$ cat src/rtl/drone_cam_arbiter.sv
// Arbiter for the shared camera/image-scan unit: fixed priority for manual control,
// round-robin between thermal search and self-test, with a BUSY watchdog timer.
module drone_cam_arbiter #(
  parameter int unsigned TIMEOUT = 16
) (
  input  logic       clk,
  input  logic       reset,
  input  logic [2:0] req,
  input  logic       done,
  output logic [2:0] grant,
  output logic       cam_start,
  output logic       timeout_err,
  output logic [3:0] err_count,
  output logic [1:0] state_out
);

  localparam logic [1:0] StIdle    = 2'b00;
  localparam logic [1:0] StGrant   = 2'b01;
  localparam logic [1:0] StBusy    = 2'b10;
  localparam logic [1:0] StRelease = 2'b11;

  localparam logic [7:0] TimerLast = 8'(TIMEOUT - 1);

  logic [1:0] state_q, state_d;
  logic [2:0] grant_q, grant_d;
  logic       cam_start_q, cam_start_d;
  logic       timeout_err_q, timeout_err_d;
  logic [3:0] err_count_q, err_count_d;
  logic [7:0] timer_q, timer_d;
  logic       rr_q, rr_d;
  logic [2:0] winner;

  // Manual control always wins; rr only breaks the thermal/self-test tie.
  always_comb begin
    winner = 3'b000;
    if (req[0]) begin
      winner = 3'b001;
    end else if (req[1] && req[2]) begin
      winner = rr_q ? 3'b100 : 3'b010;
    end else if (req[1]) begin
      winner = 3'b010;
    end else if (req[2]) begin
      winner = 3'b100;
    end
  end

  always_comb begin
    state_d       = state_q;
    grant_d       = grant_q;
    cam_start_d   = 1'b0;
    timeout_err_d = 1'b0;
    err_count_d   = err_count_q;
    timer_d       = timer_q;
    rr_d          = rr_q;

    case (state_q)
      StIdle: begin
        grant_d = 3'b000;
        timer_d = 8'd0;
        if (req != 3'b000) begin
          state_d     = StGrant;
          grant_d     = winner;
          cam_start_d = 1'b1;
          if (winner[1]) begin
            rr_d = 1'b1;
          end else if (winner[2]) begin
            rr_d = 1'b0;
          end
        end
      end
      StGrant: begin
        timer_d = 8'd0;
        state_d = StBusy;
      end
      StBusy: begin
        timer_d = timer_q + 8'd1;
        // done takes precedence over an expiring watchdog on the same cycle.
        if (done) begin
          state_d = StRelease;
          grant_d = 3'b000;
        end else if (timer_q == TimerLast) begin
          state_d       = StRelease;
          grant_d       = 3'b000;
          timeout_err_d = 1'b1;
          if (err_count_q != 4'hF) begin
            err_count_d = err_count_q + 4'd1;
          end
        end
      end
      StRelease: begin
        grant_d = 3'b000;
        state_d = StIdle;
      end
      default: begin
        grant_d = 3'b000;
        state_d = StIdle;
      end
    endcase
  end

  always_ff @(posedge clk) begin
    if (reset) begin
      state_q       <= StIdle;
      grant_q       <= 3'b000;
      cam_start_q   <= 1'b0;
      timeout_err_q <= 1'b0;
      err_count_q   <= 4'd0;
      timer_q       <= 8'd0;
      rr_q          <= 1'b0;
    end else begin
      state_q       <= state_d;
      grant_q       <= grant_d;
      cam_start_q   <= cam_start_d;
      timeout_err_q <= timeout_err_d;
      err_count_q   <= err_count_d;
      timer_q       <= timer_d;
      rr_q          <= rr_d;
    end
  end

  assign grant       = grant_q;
  assign cam_start   = cam_start_q;
  assign timeout_err = timeout_err_q;
  assign err_count   = err_count_q;
  assign state_out   = state_q;

  a_grant_onehot0: assert property (@(posedge clk) $onehot0(grant_q));
  a_start_in_grant: assert property (@(posedge clk) cam_start_q |-> (state_q == StGrant));

endmodule

$ cat config.mk
export PLATFORM = sky130hd
export DESIGN_NAME = drone_cam_arbiter
export DESIGN_NICKNAME = d
export VERILOG_FILES = /design/src/rtl/drone_cam_arbiter.sv
export SDC_FILE = /design/constraint.sdc
export NUM_CORES = 1
export LEC_CHECK = 0
export ABC_AREA = 1
export BUFFER_PORTS_ARGS = -buffer_cell sky130_fd_sc_hd__buf_2
export CAP_MARGIN = 20
export CORE_MARGIN = 1.5
export CORE_UTILIZATION = 54
export CTS_CLUSTER_SIZE = 12
export DETAILED_ROUTE_END_ITERATION = 8
export GPL_ROUTABILITY_DRIVEN = 0
export GPL_TIMING_DRIVEN = 0
export PLACE_DENSITY = 0.77
export SYNTH_ARGS = -nofsm -noshare
export SYNTH_HDL_FRONTEND = slang
export SYNTH_SLANG_ARGS = --single-unit
$ cat constraint.sdc
create_clock -name clk -period 1.6 [get_ports clk]
set_input_delay 0.16 -clock clk [delete_from_list [all_inputs] [get_ports clk]]
set_output_delay 0.16 -clock clk [all_outputs]
set_load 0.01 [all_outputs]
==> results.txt <==
VDD sags by at most 0.754 mV. Among all flip-flop cells after synthesis, the most frequent one is sky130_fd_sc_hd__dfxtp_1. The leakage power total is 0.552 nW. The worst setup margin is 154 ps. The initial antenna violation count came out at 0. Counting instances in the post-synthesis netlist gives the leading cell types as 25 x sky130_fd_sc_hd__nand2_1, 25 x sky130_fd_sc_hd__nor2_1, 20 x sky130_fd_sc_hd__dfxtp_1.

The area growth from synthesis to layout is 14.5%. sky130_fd_sc_hd__dfxtp_1 takes more of the synthesized area than any other cell. By area the synthesized netlist is led by sky130_fd_sc_hd__dfxtp_1 38%, sky130_fd_sc_hd__nand2_1 8.9%, sky130_fd_sc_hd__nor2_1 8.9%. The number of search-and-repair iterations in the first detailed-routing pass came out at 4.

The worst-margin pin slew came out at 288 ps. The min-delay analysis places its worst path in the category in2reg. For this run, asynchronously set or reset flops after synthesis account for 0%. The number of vias after detailed routing is 982. The final worst-path cycle share came out at 90.4%. The achievable clock frequency is 691 MHz. 17 I/O pins were placed. The number of H-tree levels came out at 1. The clock-pin transition on the worst setup and hold timing paths is 110 ps. Before CTS, the worst setup slack after placement is 130 ps. The highest metal layer with signal wires is met4.

For this design the ratio of total power to cell area is 1210 mW/mm2. The total overflow left after global routing is 0. Synthesis produced a netlist with a net count of 160. TritonCTS built the clock tree. The post-layout minimum cycle time is 1450 ps. The number of cells in the finished layout apart from fillers is 192. The floorplan die height came out at 47.1 um. The clock latency reported for the late side of the worst-skew pair is 300 ps. The via count of the first global-routing pass came out at 792. Once detail routing completed, the nets flagged for antenna violations numbered 0. The hold violation total from the final report was 0.

The number of synthesized flops with an enable pin came out at 0. The clock sink count is 20. The type of element launching the critical path is a flip-flop. The share of the yosys chip area belonging to registers is 38.1%.

The number of buffers created by CTS came out at 3. The via-per-instance ratio is 5.11. After legalization and detailed placement, the total HPWL measured 1.51 mm. The total length of routed wires is 1.99 mm. The gate count of the mapped netlist came out at 147. The share of post-route cells with drive strength above 1 is 18.0%. The flow ran to the end, and the final reports show no timing, DRC or antenna violations.

The final layout contains 181 nets. After routing the design area is 0.00120 mm2. The number of fillers in the final layout is 161. For the final database, setup skew stands at 1.66 ps. STA classifies the critical path endpoint as a flip-flop. The sum of negative setup slack came out at 0 ps.

The critical path data arrival time is 1660 ps. The sum of routed wire segments on met1 came out at 965 um. Of the post-synthesis cell area, the dominant cell type holds 38.1%. The die footprint came out at 0.00222 mm2. The tool flagged a number of max-cap violations equal to 0.

The synthesized design contains 20 register bits. During synthesis, Yosys emitted a total of 0 warnings. Setup repair after global routing left no endpoint under its margin. After detailed routing, the number of remaining DRC violations is 0.

The first global-routing pass estimated 3.15 mm of wire. After synthesis, the netlist uses 21 different library cells. The maximum number of pins on one net before global-route repair is 12. The floorplan core area came out at 0.00178 mm2. The total placed instance area came out at 0.00116 mm2. The worst setup path is of the reg2reg kind.

The die boundary width is 47.1 um. The count of placed standard cells including taps is 188. The starting density of the core is 58.9%. The buffer levels on the longest clock path is 2.

Hold repair after CTS inserted 0 buffers. The worst-path maximum fanout is 5. The final antenna diode count came out at 0. Input and output buffers added on the ports amount to 16. The average cell area after synthesis is 7.14 um2. Setup violations remaining at the end of the flow were counted as 0. The routed wire length per instance is 10.4 um.

After the first detailed-routing iteration, the DRC count stood at 13. The total routing usage reported by global routing is 20.7%. The root buffer cell chosen for the clock tree is sky130_fd_sc_hd__clkbuf_4. The post-synthesis instance area is 0.00105 mm2. Summed over all nets, wire length on met2 after detailed routing comes to 928 um. The number of max-slew violations in the final report came out at 0.

Measured against its own limit, the worst slew margin works out to 80.7%. The met3 wire length is 58 um. The required time of the critical path came out at 1820 ps.

In this run the core area contains 15 standard-cell rows.
worst max-delay path: stages, from the launching register on:
cell	delay, ps
sky130_fd_sc_hd__dfxtp_1	370
sky130_fd_sc_hd__inv_1	120
sky130_fd_sc_hd__ha_2	240
sky130_fd_sc_hd__inv_1	60
sky130_fd_sc_hd__nor2_2	160
sky130_fd_sc_hd__nand2_1	70
sky130_fd_sc_hd__inv_1	60
sky130_fd_sc_hd__nand2_2	50
sky130_fd_sc_hd__clkinv_1	70
sky130_fd_sc_hd__nand2_1	50
sky130_fd_sc_hd__nand2_1	50
sky130_fd_sc_hd__nor2_1	40
sequential cells by signal, indices dropped and copies added, names as in the netlist:
register     count
timer_q          8
err_count        4
grant            3
state_out        2
cam_start        1
rr_q             1
timeout_err      1
cell usage in the layout (no fill, tap or decap), types with 2 or more instances in the layout:
cell type and instances:
sky130_fd_sc_hd__inv_1 18, sky130_fd_sc_hd__nand4_1 7, sky130_fd_sc_hd__ha_1 5, sky130_fd_sc_hd__o21ai_0 2, sky130_fd_sc_hd__ha_2 2, sky130_fd_sc_hd__a21oi_1 9
sky130_fd_sc_hd__dfxtp_1 20, sky130_fd_sc_hd__nor2_1 25, sky130_fd_sc_hd__nor2_2 4, sky130_fd_sc_hd__nand2_1 25, sky130_fd_sc_hd__buf_2 16, sky130_fd_sc_hd__clkbuf_4 3
sky130_fd_sc_hd__nor3_1 7, sky130_fd_sc_hd__nor3b_1 2, sky130_fd_sc_hd__nand3_1 11, sky130_fd_sc_hd__clkinv_1 2
cell families after synthesis:
kind of cell | after synthesis | synth area share (%)
AOI/OAI and AO/OA | 14 | 8.11
xor gates and xnor gates | 1 | 0.834
adders and majority gates | 7 | 8.34
buffers and inverters | 20 | 7.15
DFF | 20 | 38.1
and+or+nand+nor | 85 | 37.4
stage by stage:
step                hold slack (ps)  utilization (%)  power [mW]
floorplan                       229                -        1.01
global placement                418             65.1        1.13
detailed placement              428             65.1        1.16
CTS                            93.3             67.2        1.46
global route                   90.6             67.4        1.56
finish                         97.7             67.4        1.45
timing repair:
action | 4_1_cts | 5_1_grt
buffers inserted | 0 | 0
resized for setup | 0 | 2
hold endpoints to repair | 0 | 0
setup endpoints to repair | 0 | 4
routing by layer:
layer	global-route usage (%)	vias up
met2	33.2	15
met5	0	-
li1	-	521
met1	25.1	442
met3	5.00	4
met4	12.8	0
power breakdown:
part           internal [mW]  switching (mW)
logic                  0.201           0.313
registers              0.576          0.0623
clock network          0.139           0.161
final timing paths:
check | endpoint | from | slack, ps | cells past startpoint
setup / recovery | err_count[0]$_SDFFE_PP0P_ | state_out[0]$_SDFFE_PP0P_ | 150 | 11
hold / removal | err_count[3]$_SDFFE_PP0P_ | reset | 100 | 2
setup reg to reg | err_count[0]$_SDFFE_PP0P_ | state_out[0]$_SDFFE_PP0P_ | 150 | 11
hold reg to reg | grant[1]$_SDFFE_PP0P_ | grant[1]$_SDFFE_PP0P_ | 490 | 2
cell type report:
class	instances	area, um2	area share, %
clock buffers	4	36.3	3.02
multi-input cells	107	579	48.2
repair buffers	16	80.1	6.66
flip-flops and latches	20	400	33.3
well taps	25	31.3	2.60
inverters	20	75.1	6.24
(Power assumes the default switching activity.)
